$ cat src/rtl/axi_regbank_pkg.sv
// axi_regbank_pkg: response codes and FSM state encodings shared by the
// AXI register bank and its byte-lane merge helper.
package axi_regbank_pkg;

    localparam logic [1:0] RESP_OKAY   = 2'b00;
    localparam logic [1:0] RESP_SLVERR = 2'b10;

    typedef enum logic [1:0] {
        W_IDLE   = 2'b00,
        W_COMMIT = 2'b01,
        W_RESP   = 2'b10
    } wr_state_e;

    typedef enum logic {
        R_IDLE = 1'b0,
        R_DATA = 1'b1
    } rd_state_e;

endpackage

$ cat src/rtl/axi_strb_merge.sv
// axi_strb_merge: byte-lane write mask. Each byte of the result comes from
// the new data when its strobe bit is set, otherwise from the old word.
module axi_strb_merge
    import axi_regbank_pkg::*;
#(
    parameter int DATA_W = 32
) (
    input  logic [DATA_W-1:0]   old_i,
    input  logic [DATA_W-1:0]   new_i,
    input  logic [DATA_W/8-1:0] strb_i,
    output logic [DATA_W-1:0]   merged_o
);

    // Pick every byte lane from new or old data according to its strobe
    always_comb begin
        merged_o = old_i;
        for (int i = 0; i < DATA_W / 8; i++) begin
            if (strb_i[i]) begin
                merged_o[8*i +: 8] = new_i[8*i +: 8];
            end else begin
                merged_o[8*i +: 8] = old_i[8*i +: 8];
            end
        end
    end

endmodule

$ cat src/rtl/s_axi_regbank.sv
// s_axi_regbank: AXI register bank with independent AW/W capture, a
// three-state write FSM and a two-state read FSM with snapshot read data.
// Optional feature: define S_AXI_REGBANK_SLVERR_EN to answer out-of-range
// accesses with SLVERR instead of OKAY.
module s_axi_regbank
    import axi_regbank_pkg::*;
#(
    parameter int DATA_W   = 32,
    parameter int NUM_REGS = 8,
    parameter int ID_W     = 4,
    parameter int ADDR_W   = 32
) (
    input  logic                clk,
    input  logic                areset,
    input  logic [ID_W-1:0]     awid_i,
    input  logic [ADDR_W-1:0]   awaddr_i,
    input  logic                awvalid_i,
    output logic                awready_o,
    input  logic [DATA_W-1:0]   wdata_i,
    input  logic [DATA_W/8-1:0] wstrb_i,
    input  logic                wvalid_i,
    output logic                wready_o,
    output logic [ID_W-1:0]     bid_o,
    output logic [1:0]          bresp_o,
    output logic                bvalid_o,
    input  logic                bready_i,
    input  logic [ID_W-1:0]     arid_i,
    input  logic [ADDR_W-1:0]   araddr_i,
    input  logic                arvalid_i,
    output logic                arready_o,
    output logic [ID_W-1:0]     rid_o,
    output logic [DATA_W-1:0]   rdata_o,
    output logic [1:0]          rresp_o,
    output logic                rvalid_o,
    input  logic                rready_i
);

    localparam int STRB_W = DATA_W / 8;
    localparam int OFF_W  = $clog2(STRB_W);
    localparam int WORD_W = ADDR_W - OFF_W;
    localparam int IDX_W  = $clog2(NUM_REGS);
    localparam logic [WORD_W-1:0] NUM_REGS_W = WORD_W'(NUM_REGS);

`ifdef S_AXI_REGBANK_SLVERR_EN
    localparam logic [1:0] OOR_RESP = RESP_SLVERR;
`else
    localparam logic [1:0] OOR_RESP = RESP_OKAY;
`endif

    // Word index (byte offset already stripped) inside the register array?
    function automatic logic word_in_range(input logic [WORD_W-1:0] word);
        return (word < NUM_REGS_W);
    endfunction

    // Write channel state
    wr_state_e           wr_state_q, wr_state_d;
    logic                aw_cap_q, aw_cap_d;
    logic                w_cap_q, w_cap_d;
    logic [WORD_W-1:0]   aw_word_q, aw_word_d;
    logic [ID_W-1:0]     awid_q, awid_d;
    logic [DATA_W-1:0]   wdata_q, wdata_d;
    logic [STRB_W-1:0]   wstrb_q, wstrb_d;
    logic                awready_q, awready_d;
    logic                wready_q, wready_d;
    logic                bvalid_q, bvalid_d;
    logic [ID_W-1:0]     bid_q, bid_d;
    logic [1:0]          bresp_q, bresp_d;

    // Register storage
    logic [DATA_W-1:0]   regs_q [NUM_REGS];
    logic [DATA_W-1:0]   regs_d [NUM_REGS];

    // Read channel state
    rd_state_e           rd_state_q, rd_state_d;
    logic                arready_q, arready_d;
    logic                rvalid_q, rvalid_d;
    logic [ID_W-1:0]     rid_q, rid_d;
    logic [DATA_W-1:0]   rdata_q, rdata_d;
    logic [1:0]          rresp_q, rresp_d;

    // Combinational helpers
    logic                aw_hs_s, w_hs_s, b_hs_s, ar_hs_s;
    logic                wr_in_range_s, rd_in_range_s;
    logic [IDX_W-1:0]    wr_idx_s, rd_idx_s;
    logic [WORD_W-1:0]   rd_word_s;
    logic [DATA_W-1:0]   wr_old_s, wr_merged_s, rd_word_data_s;
    logic                unused_addr_s;

    assign aw_hs_s       = awvalid_i && awready_q;
    assign w_hs_s        = wvalid_i && wready_q;
    assign b_hs_s        = bvalid_q && bready_i;
    assign ar_hs_s       = arvalid_i && arready_q;
    assign rd_word_s     = araddr_i[ADDR_W-1:OFF_W];
    assign wr_in_range_s = word_in_range(aw_word_q);
    assign rd_in_range_s = word_in_range(rd_word_s);
    assign wr_idx_s      = aw_word_q[IDX_W-1:0];
    assign rd_idx_s      = rd_word_s[IDX_W-1:0];
    // Byte-offset bits never take part in decoding
    assign unused_addr_s = ^{awaddr_i[OFF_W-1:0], araddr_i[OFF_W-1:0]};

    // Current contents of the register targeted by the pending write
    always_comb begin
        if (wr_in_range_s) begin
            wr_old_s = regs_q[wr_idx_s];
        end else begin
            wr_old_s = {DATA_W{1'b0}};
        end
    end

    // Current contents of the register targeted by the incoming read
    always_comb begin
        if (rd_in_range_s) begin
            rd_word_data_s = regs_q[rd_idx_s];
        end else begin
            rd_word_data_s = {DATA_W{1'b0}};
        end
    end

    axi_strb_merge #(
        .DATA_W (DATA_W)
    ) u_strb_merge (
        .old_i    (wr_old_s),
        .new_i    (wdata_q),
        .strb_i   (wstrb_q),
        .merged_o (wr_merged_s)
    );

    // Write FSM: independent AW/W capture, commit, then hold B until accepted
    always_comb begin
        wr_state_d = wr_state_q;
        aw_cap_d   = aw_cap_q;
        w_cap_d    = w_cap_q;
        aw_word_d  = aw_word_q;
        awid_d     = awid_q;
        wdata_d    = wdata_q;
        wstrb_d    = wstrb_q;
        bvalid_d   = bvalid_q;
        bid_d      = bid_q;
        bresp_d    = bresp_q;

        if (aw_hs_s) begin
            aw_cap_d  = 1'b1;
            aw_word_d = awaddr_i[ADDR_W-1:OFF_W];
            awid_d    = awid_i;
        end else begin
            aw_cap_d  = aw_cap_q;
        end

        if (w_hs_s) begin
            w_cap_d = 1'b1;
            wdata_d = wdata_i;
            wstrb_d = wstrb_i;
        end else begin
            w_cap_d = w_cap_q;
        end

        case (wr_state_q)
            W_IDLE: begin
                if (aw_cap_q && w_cap_q) begin
                    wr_state_d = W_COMMIT;
                end else begin
                    wr_state_d = W_IDLE;
                end
            end
            W_COMMIT: begin
                bvalid_d   = 1'b1;
                bid_d      = awid_q;
                bresp_d    = wr_in_range_s ? RESP_OKAY : OOR_RESP;
                wr_state_d = W_RESP;
            end
            W_RESP: begin
                if (b_hs_s) begin
                    bvalid_d   = 1'b0;
                    aw_cap_d   = 1'b0;
                    w_cap_d    = 1'b0;
                    wr_state_d = W_IDLE;
                end else begin
                    wr_state_d = W_RESP;
                end
            end
            default: begin
                wr_state_d = W_IDLE;
            end
        endcase

        // Ready stays low from capture until the B handshake releases it
        awready_d = ~aw_cap_d;
        wready_d  = ~w_cap_d;
    end

    // Register array update on commit of an in-range write
    always_comb begin
        regs_d = regs_q;
        if ((wr_state_q == W_COMMIT) && wr_in_range_s) begin
            regs_d[wr_idx_s] = wr_merged_s;
        end else begin
            regs_d = regs_q;
        end
    end

    // Read FSM: snapshot data on AR handshake, hold until R handshake
    always_comb begin
        rd_state_d = rd_state_q;
        rvalid_d   = rvalid_q;
        rid_d      = rid_q;
        rdata_d    = rdata_q;
        rresp_d    = rresp_q;

        case (rd_state_q)
            R_IDLE: begin
                if (ar_hs_s) begin
                    rvalid_d   = 1'b1;
                    rid_d      = arid_i;
                    rdata_d    = rd_word_data_s;
                    rresp_d    = rd_in_range_s ? RESP_OKAY : OOR_RESP;
                    rd_state_d = R_DATA;
                end else begin
                    rd_state_d = R_IDLE;
                end
            end
            R_DATA: begin
                if (rvalid_q && rready_i) begin
                    rvalid_d   = 1'b0;
                    rd_state_d = R_IDLE;
                end else begin
                    rd_state_d = R_DATA;
                end
            end
            default: begin
                rd_state_d = R_IDLE;
            end
        endcase

        arready_d = (rd_state_d == R_IDLE);
    end

    // State and output registers; reset discards any captured transaction
    always_ff @(posedge clk or negedge areset) begin
        if (!areset) begin
            wr_state_q <= W_IDLE;
            aw_cap_q   <= 1'b0;
            w_cap_q    <= 1'b0;
            aw_word_q  <= {WORD_W{1'b0}};
            awid_q     <= {ID_W{1'b0}};
            wdata_q    <= {DATA_W{1'b0}};
            wstrb_q    <= {STRB_W{1'b0}};
            awready_q  <= 1'b0;
            wready_q   <= 1'b0;
            bvalid_q   <= 1'b0;
            bid_q      <= {ID_W{1'b0}};
            bresp_q    <= 2'b00;
            for (int i = 0; i < NUM_REGS; i++) begin
                regs_q[i] <= {DATA_W{1'b0}};
            end
            rd_state_q <= R_IDLE;
            arready_q  <= 1'b0;
            rvalid_q   <= 1'b0;
            rid_q      <= {ID_W{1'b0}};
            rdata_q    <= {DATA_W{1'b0}};
            rresp_q    <= 2'b00;
        end else begin
            wr_state_q <= wr_state_d;
            aw_cap_q   <= aw_cap_d;
            w_cap_q    <= w_cap_d;
            aw_word_q  <= aw_word_d;
            awid_q     <= awid_d;
            wdata_q    <= wdata_d;
            wstrb_q    <= wstrb_d;
            awready_q  <= awready_d;
            wready_q   <= wready_d;
            bvalid_q   <= bvalid_d;
            bid_q      <= bid_d;
            bresp_q    <= bresp_d;
            regs_q     <= regs_d;
            rd_state_q <= rd_state_d;
            arready_q  <= arready_d;
            rvalid_q   <= rvalid_d;
            rid_q      <= rid_d;
            rdata_q    <= rdata_d;
            rresp_q    <= rresp_d;
        end
    end

    assign awready_o = awready_q;
    assign wready_o  = wready_q;
    assign bvalid_o  = bvalid_q;
    assign bid_o     = bid_q;
    assign bresp_o   = bresp_q;
    assign arready_o = arready_q;
    assign rvalid_o  = rvalid_q;
    assign rid_o     = rid_q;
    assign rdata_o   = rdata_q;
    assign rresp_o   = rresp_q;

endmodule

$ cat config.mk
export PLATFORM = sky130hd
export DESIGN_NAME = s_axi_regbank
export DESIGN_NICKNAME = d
export VERILOG_FILES = /design/src/rtl/axi_regbank_pkg.sv /design/src/rtl/axi_strb_merge.sv /design/src/rtl/s_axi_regbank.sv
export SDC_FILE = /design/constraint.sdc
export NUM_CORES = 1
export LEC_CHECK = 0
export ABC_AREA = 0
export BUFFER_PORTS_ARGS = -buffer_cell sky130_fd_sc_hd__buf_2
export CORE_ASPECT_RATIO = 1.4
export CORE_MARGIN = 2
export CORE_UTILIZATION = 55
export CTS_CLUSTER_SIZE = 24
export DETAILED_ROUTE_END_ITERATION = 10
export PLACE_DENSITY_LB_ADDON = 0.08
export SLEW_MARGIN = 20
export SYNTH_ARGS = -nofsm -noshare
export SYNTH_HDL_FRONTEND = slang
export SYNTH_HIERARCHICAL = 1
export SYNTH_SLANG_ARGS = --single-unit
$ cat constraint.sdc
create_clock -name clk -period 3.15 [get_ports clk]
set_clock_uncertainty 0.1 [all_clocks]
set_input_delay 0.4725 -clock clk [delete_from_list [all_inputs] [get_ports clk]]
set_output_delay 0.4725 -clock clk [all_outputs]
set_load 0.05 [all_outputs]
; ---- Word-level counts from Yosys, hierarchy flattened
; Cells that the tools add are included.
[totals]
input_bits = 115
output_inout_bits = 49
latchBits = 0
regBits = 376
wordCells = 85
mem_bits_ro = 0
n_memories = 0
ram_bits = 0
[op_classes]
bitwise = 6
div = 0
order_cmp = 5
eq_ne = 5
n_mul = 0
addsub = 0
shifts = 0
reduce_logical = 13
mux = 32
[op_table]
columns = cell, count
row1 = $bwmux W256, 1
row2 = $mux W32, 7
row3 = $bmux W32 S3, 2
row4 = $demux W32 S3, 1
row5 = $lt A30 B4 Y1 const B, 2
row6 = $mux W8, 4
row7 = $mux W1, 12
row8 = $ge A4 B4 Y1 const B, 2
row9 = $logic_and A1 B1 Y1, 8
row10 = $not A3 Y4, 2
row11 = $pmux W1 S2, 3
row12 = $pmux W2 S3, 1
row13 = $reduce_and A2 Y1, 3
row14 = $lt A4 B1 Y1 const B, 1
row15 = $ne A2 B2 Y1 const B, 2
row16 = $not A1 Y1, 4
row17 = $eq A2 B1 Y1 const B, 1
row18 = $eq A2 B2 Y1 const B, 1
row19 = $logic_not A2 Y1, 1
row20 = $mux W2, 1
row21 = $ne A2 B1 Y1 const B, 1
row22 = $reduce_bool A2 Y1, 1

; ---- Longest topological paths before layout
; Gate-level depths: netlist of run 1.
[depth]
word_depth = 7
ltp_mapped = 9

; ---- Modules after synthesis
; The synthesis of run 1 kept the hierarchy.
[modules_own_cells]
columns = module, area_per_inst_um2, instances, seq_area_each_um2, cells_per_inst
row1 = s_axi_regbank, 17628.2, 1, 9409.0, 1218
row2 = axi_strb_merge, 525.5, 1, 0.0, 36

; ---- Least setup slack after synthesis of run 1
; No wires, ideal clock.
[synth_timing]
path_type = flip-flop to flip-flop
startpoint = reg aw_word_q[0]
endpoint = reg regs_q[62] (netlist bit)
setup_slack_ps = 805
required_time_ps = 2922
period_less_slack_ps = 2345
t_arrival_ps = 2118
path_stages_with_launch = 10
cell_sequence = dfrtp_1 -> clkbuf_1 -> or3b_1 -> clkbuf_1 -> clkbuf_1 -> o22a_1 -> o221ai_1 -> nor4_1 -> mux2_4 -> mux2_1
[synth_between]
elab_chain_len = 7
word_cells_on_any_way = 14
[synth_rtl]
columns = element, line
row1 = start: declaration, s_axi_regbank.sv:59  ; logic [WORD_W-1:0] aw_word_q, aw_word_d;
row2 = start signal: assignment, s_axi_regbank.sv:243  ; aw_word_q <= {WORD_W{1'b0}};
row3 = start signal: assignment, s_axi_regbank.sv:265  ; aw_word_q <= aw_word_d;
row4 = "parallel branches: the longest is 4 deep, another holds $lt A30 B4 Y1", -
row5 = $mux W32 *, s_axi_regbank.sv:103  ; if (wr_in_range_s) begin
row6 = net wr_old_s[30], s_axi_regbank.sv:86  ; logic [DATA_W-1:0] wr_old_s, wr_merged_s, rd_word_data_s;
row7 = $mux W8 *, axi_strb_merge.sv:18  ; if (strb_i[i]) begin
row8 = net wr_merged_s[30], s_axi_regbank.sv:86
row9 = $bwmux W256 *, s_axi_regbank.sv:195  ; regs_d[wr_idx_s] = wr_merged_s;
row10 = end signal: indexed assignment, s_axi_regbank.sv:253  ; regs_q[i] <= {DATA_W{1'b0}};
row11 = end signal: assignment, s_axi_regbank.sv:274  ; regs_q <= regs_d;
row12 = end: declaration, s_axi_regbank.sv:70  ; logic [DATA_W-1:0] regs_q [NUM_REGS];
; Mark *: on every way through the listed nets, which the timed path passes. The select of a mux whose other input is x is not followed.
; A chain may end at the register's enable or synchronous reset.

; ---- Final worst setup path of run 1
[layout_timing]
startpoint = reg aw_word_q[2]
endpoint = reg regs_q[46] (netlist bit)
; Same word-level chain as after synthesis.

==> results of run 1 <==
final cells by class:
cell class	count	area, µm²
Tap cell	440	551
Fill cell	2516	11800
Clock inverter	9	92.6
Sequential cell	376	9410
Multi-Input combinational cell	775	8130
Inverter	5	18.8
Clock buffer	58	1130
Timing Repair Buffer	198	1360
per-layer routing:
metal  vias to the layer above  track usage (%)
li1                       5064                -
met1                      6148             36.8
met3                        97             3.65
met5                         -                0
met2                       525             44.6
met4                         0             10.4
worst reg2reg max path: cells and delay by family (launching register included):
family                 cells  cell delay [ps]
and+or+nand+nor            3              900
buffers and inverters      1              500
muxes                      2              370
DFF                        1              470
AOI/OAI and AO/OA          1              190
cell usage after synthesis, drive strengths merged:
cell and number:
mux2 366, o21a 2, o221ai 1, a21oi 1, nor3 2, o22ai 126
buf 49, clkbuf 52, o22a 1, a22oi 1, mux4 64, and2 2
mux2i 32, inv 5, dfrtp 376, conb 1, o21ai 33, nand3b 5
or4 31, or2 1, nand4b 1, nand2b 1, nand2 38, or3b 3
or3 1, nor2 32, and4 1, nand4 2, nand3 2, nor4 22
registers in the layout, summed over array words and instances, names as in the netlist, 2 cells and up:
register and count:
aw_word_q 30, awid_q 4, bid_o 4, rdata_o 32, regs_q 256, rid_o 4
wdata_q 32, wr_state_q 2, wstrb_q 4
cells by family after synthesis:
kind of cell	count (synthesis)
multiplexers	462
flip-flops	376
AND/OR/NAND/NOR	144
buffers and inverters	106
AO/OA/AOI/OAI	165
other	1
cells in the final DEF, fill, tap and decap left out, drive strengths merged, types with 3 or more instances in the layout:
master,instances
mux2,366
nand2,38
or3b,3
nor2,32
clkbuf,58
nor4,22
o22ai,126
mux2i,32
o21ai,33
buf,197
mux4,64
dfrtp,376
clkinv,5
conb,4
inv,8
or4,31
nand3b,5
where the power goes:
part / internal, mW / leakage, nW / switching, mW
Combinational: 1.93 / 4.18 / 2.43
Clock: 2.56 / 0.602 / 1.89
Sequential: 5.41 / 5.06 / 0.592
Total: 9.89 / 9.85 / 4.91
final timing paths:
kind / from / end / slack (ps) / cells after the start
worst min-delay path: rready_i / rvalid_o / 40 / 2
min in group asynchronous: areset / rdata_o[8] / 420 / 2
worst max register to register: aw_word_q[2] / regs_q[46] / 550 / 7
worst min register to register: rdata_o[17] / rdata_o[17] / 370 / 2
max in group asynchronous: areset / wdata_q[19] / 1620 / 3
worst max-delay path: aw_word_q[2] / regs_q[46] / 550 / 7
per-stage QoR:
stage	worst slack (ps)	utilization, %	std cells	power [mW]	instance area (µm²)
after detailed placement	606	59.9	1793	10.4	19500
after global placement	622	59.9	1793	10.3	19500
after floorplan	805	-	1257	9.04	18200
final	555	63.7	1861	14.8	20700
after CTS	571	63.7	1861	14.9	20700
after global routing	411	63.7	1861	15.5	20700
what timing repair did:
item	4_1_cts	5_1_grt
endpoints found under the hold margin	74	0
hold buffers	1	0
buffers inserted	0	0
==> flow_metrics.py, run 1 <==
metrics = {
    "global_routing": {
        "grt_pass1_wl_um": 71000,
        "grt_pass1_vias": 12471,
        "overflow": 0,
        "antenna_found_initial": 0,
        "grt_max_degree": 81,
        "track_usage_pct": 27.1,
    },
    "clock_tree": {
        "cts_resized": 0,
        "clockBufferDepth": 3,
        "cts_num_sinks": 376,
        "h-tree-depth": 2,
        "cts_tree": "done",
        "path_clk_slew_ps": 60,
        "cts_buffers": 38,
        "cts_root_buf": "clkbuf_16",
        "clkLatencyLatePin_ps": 550,
    },
    "synthesis": {
        "synth_top_area_share_pct": 51.8,
        "yosysWarnings": 6,
        "yosysUniqueCellTypes": 40,
        "synthSimpleGateAreaFrac_pct": 5.50,
        "synth_seq_cells": 376,
        "netlist_top_cells_area": "dfrtp_1, mux2_2, mux4_2",
        "avgSynthCellArea_um2": 14.5,
        "synth_cells": 1254,
        "synth_compound_area_share_pct": 5.50,
        "yosys.area_share.adder_pct": 0,
        "yosys.area_share.xor_xnor_pct": 0,
        "synth.mux.area_fraction_pct": 33.7,
        "ys_seq_area_share_pct": 51.8,
        "synth_top_area_cell": "dfrtp_1",
        "syn_area_mm2": 0.0182,
        "synth_top_family_by_area": "multiplexers",
    },
    "cells_and_area": {
        "antenna_cells": 0,
        "post_route_cells_drive_above_1_share_pct": 48.0,
        "synthToLayoutAreaGrowth_pct": 14.0,
        "nets": 1509,
    },
    "power": {
        "power-per-cell-area_mw_per_mm2": 716,
        "ir_drop_v": 0.000555,
        "p_leak_nw": 9.85,
    },
    "sta": {
        "finalMaxSlewViolations": 0,
        "fmax_mhz": 385,
        "fin_hold_ws_ps": 39.4,
        "rsz0062_at_grt": "false",
        "tightest_slew_ps": 884,
        "layout_min_cycle_time_ps": 2600,
        "setup_tns_ps": 0,
        "setup_violations": 0,
        "min_period_over_period_pct": 82.4,
        "hold_viol": 0,
        "relSlewSlack_pct": 41.0,
    },
    "critical_path": {
        "worstPathCellList": "or3b_1, buf_4, o22ai_1, or4_1, nor2_1, mux2_4, mux2_2",
        "cp.buffers_inverters": 1,
        "required_ps": 3530,
        "path_class": "flop to flop",
        "cp_slowest_cell": "or4_1",
        "max_stage_delay_ps": 580,
        "worstPathMaxFanout": 33,
        "crit_path_end_kind": "flop",
        "arrival_ps": 2970,
        "startpoint_type": "flop",
        "critPathTopFamily": "simple AND/OR/NAND/NOR gates",
    },
    "floorplanning": {
        "dieArea_mm2": 0.0345,
        "floorplan.initialDensity_pct": 55.9,
        "rows": 78,
        "dieWidth_um": 158,
        "die_y_um": 219,
        "core-area_mm2": 0.0325,
        "io_pins": 164,
    },
    "placement": {
        "gp_congestion": 0.758,
        "port_buffers": 155,
        "post-dp-hpwl_um": 26200,
    },
    "min_path": {
        "min_path_type": "primary input to flop",
    },
    "drt": {
        "routed_via_density": 6.36,
        "wirelength_um": 45400,
        "drtIter0Drc": 869,
        "wl_met2_um": 22300,
        "drc": 0,
        "routedWlPerCell_um": 24.4,
        "dr.pass1.iters": 5,
        "met3_length_um": 3250,
        "vias": 11834,
        "top_layer_used": "met4",
        "wl_met1_um": 18500,
        "drtAntennaViolNets": 0,
    },
    "job": {
        "cap_violations": 0,
    },
    "outcome": {
        "status": "finished, final reports clean",
    },
}
No activity file was read; power rests on OpenSTA's default activity.
==> inputs of run 2 (changes only) <==
Clock period 3.15 ns to 2.65 ns, I/O delays scaled along.
==> flow_metrics.py, run 2 (synthesis results as in run 1) <==
metrics = {
    "drt": {
        "routed_via_density": 6.21,
        "drc": 0,
        "dr.pass1.iters": 5,
        "routedWlPerCell_um": 23.9,
        "vias": 12012,
        "drtAntennaViolNets": 0,
        "drtIter0Drc": 844,
        "wirelength_um": 46300,
    },
    "global_routing": {
        "overflow": 0,
        "grt_max_degree": 65,
        "grt_pass1_vias": 12618,
        "track_usage_pct": 27.8,
        "grt_pass1_wl_um": 72600,
        "antenna_found_initial": 0,
    },
    "cells_and_area": {
        "regArea_mm2": 0.00941,
        "post_route_cells_drive_above_1_share_pct": 46.1,
        "synthToLayoutAreaGrowth_pct": 18.5,
        "regMostFlops": "regs_q",
        "largest_reg_flops": 256,
        "nets": 1585,
        "mostFrequentLayoutCells": "dfrtp_1, mux2_2, buf_2",
        "multiInputGateArea_mm2": 0.00813,
        "fill_cells": 2411,
        "final_common_cell": "dfrtp_1",
        "antenna_cells": 0,
    },
    "sta": {
        "fin_hold_ws_ps": 37.7,
        "min_period_over_period_pct": 93.7,
        "tightest_slew_ps": 784,
        "finalMaxSlewViolations": 0,
        "layout_min_cycle_time_ps": 2480,
        "setup_tns_ps": 0,
        "rsz0062_at_grt": "false",
        "hold_viol": 0,
        "fmax_mhz": 403,
        "relSlewSlack_pct": 47.7,
        "setup_violations": 0,
        "setup_slack_ps": 167,
    },
    "floorplanning": {
        "rows": 78,
        "io_pins": 164,
        "dieArea_mm2": 0.0345,
        "core-area_mm2": 0.0325,
        "die_y_um": 219,
        "floorplan.initialDensity_pct": 55.9,
        "dieWidth_um": 158,
    },
    "outcome": {
        "status": "finished, final reports clean",
    },
    "critical_path": {
        "arrival_ps": 2850,
        "worstPathMaxFanout": 18,
        "path_class": "flop to flop",
        "crit_path_end_kind": "flop",
        "startpoint_type": "flop",
        "required_ps": 3020,
    },
    "placement": {
        "gp_congestion": 0.768,
        "post-dp-hpwl_um": 26600,
        "port_buffers": 155,
        "pre_cts_ws_ps": 180,
    },
    "clock_tree": {
        "cts_resized": 0,
        "cts_num_sinks": 376,
        "cts_buffers": 37,
        "h-tree-depth": 2,
        "clockBufferDepth": 3,
        "path_clk_slew_ps": 60,
        "cts_root_buf": "clkbuf_16",
        "cts_tree": "done",
        "clkLatencyLatePin_ps": 540,
        "postCtsSetupBuffers": 0,
    },
    "power": {
        "p_leak_nw": 10.2,
        "ir_drop_v": 0.000734,
        "power-per-cell-area_mw_per_mm2": 821,
    },
    "job": {
        "cap_violations": 0,
    },
    "min_path": {
        "min_path_type": "primary input to flop",
    },
}
## run 2: cell types whose count changed in the layout (fill, tap and decap cells not counted), sizes merged
cell,previous run,this run
dlygate4sd3,1,74
clkbuf,58,50
buf,197,201
clkinv,5,8
clkinvlp,0,2
inv,8,7
## run 2: timing repair
action                     in CTS  in global routing
hold endpoints to repair      127                  0
hold buffers                   74                  0
setup endpoints to repair       0                  0
## run 2: final timing paths
| check | cells after the start | from | slack (ps) | endpoint |
|---|---|---|---|---|
| setup / recovery | 7 | aw_word_q[19] | 170 | regs_q[7] |
| hold / removal | 2 | awaddr_i[3] | 40 | aw_word_q[1] |
| setup reg to reg | 7 | aw_word_q[19] | 170 | regs_q[7] |
| hold reg to reg | 2 | rdata_o[1] | 370 | rdata_o[1] |
| max in group asynchronous | 3 | areset | 1320 | aw_word_q[27] |
| min in group asynchronous | 2 | areset | 310 | rdata_o[8] |
## run 2: worst max-delay path: stages (launching register included)
cell and delay, ps:
dfrtp_1 400, nor4_4 340, nand4_4 340, or2_2 430
buf_4 260, nor2_1 160, mux2_4 210, mux2_2 170
## run 2: where the power goes
group / total [mW] / switching (mW) / internal [mW]
Combinational: 5.37 / 2.93 / 2.44
Sequential: 7.13 / 0.702 / 6.42
Clock: 5.16 / 2.22 / 2.94
## run 2: metrics by stage
step                      instances  utilization [%]  power (mW)  area [µm²]
after floorplan                1257                -        10.7       18200
after global placement         1797             60.3        12.4       19600
after detailed placement       1797             60.3        12.5       19600
after CTS                      1934             66.2        17.8       21500
after global routing           1934             66.2        18.5       21500
final                          1934             66.2        17.7       21500
## run 2: cell type report
cell class,instances,share of cell area [%]
inverter,5,0.0873
tap,440,2.56
clock buffer,50,5.00
sequential,376,43.7
clock inverter,13,0.477
multi-input combinational,775,37.8
timing repair buffer,275,10.3
## run 2: metal layers
| metal | GRT usage (%) | vias up | share of wire [%] |
|---|---|---|---|
| met2 | 47.6 | 437 | 51 |
| li1 | - | 5200 | - |
| met5 | 0 | - | 0 |
| met4 | 9.91 | 0 | 2.9 |
| met1 | 36.5 | 6284 | 41 |
| met3 | 3.38 | 91 | 5.1 |
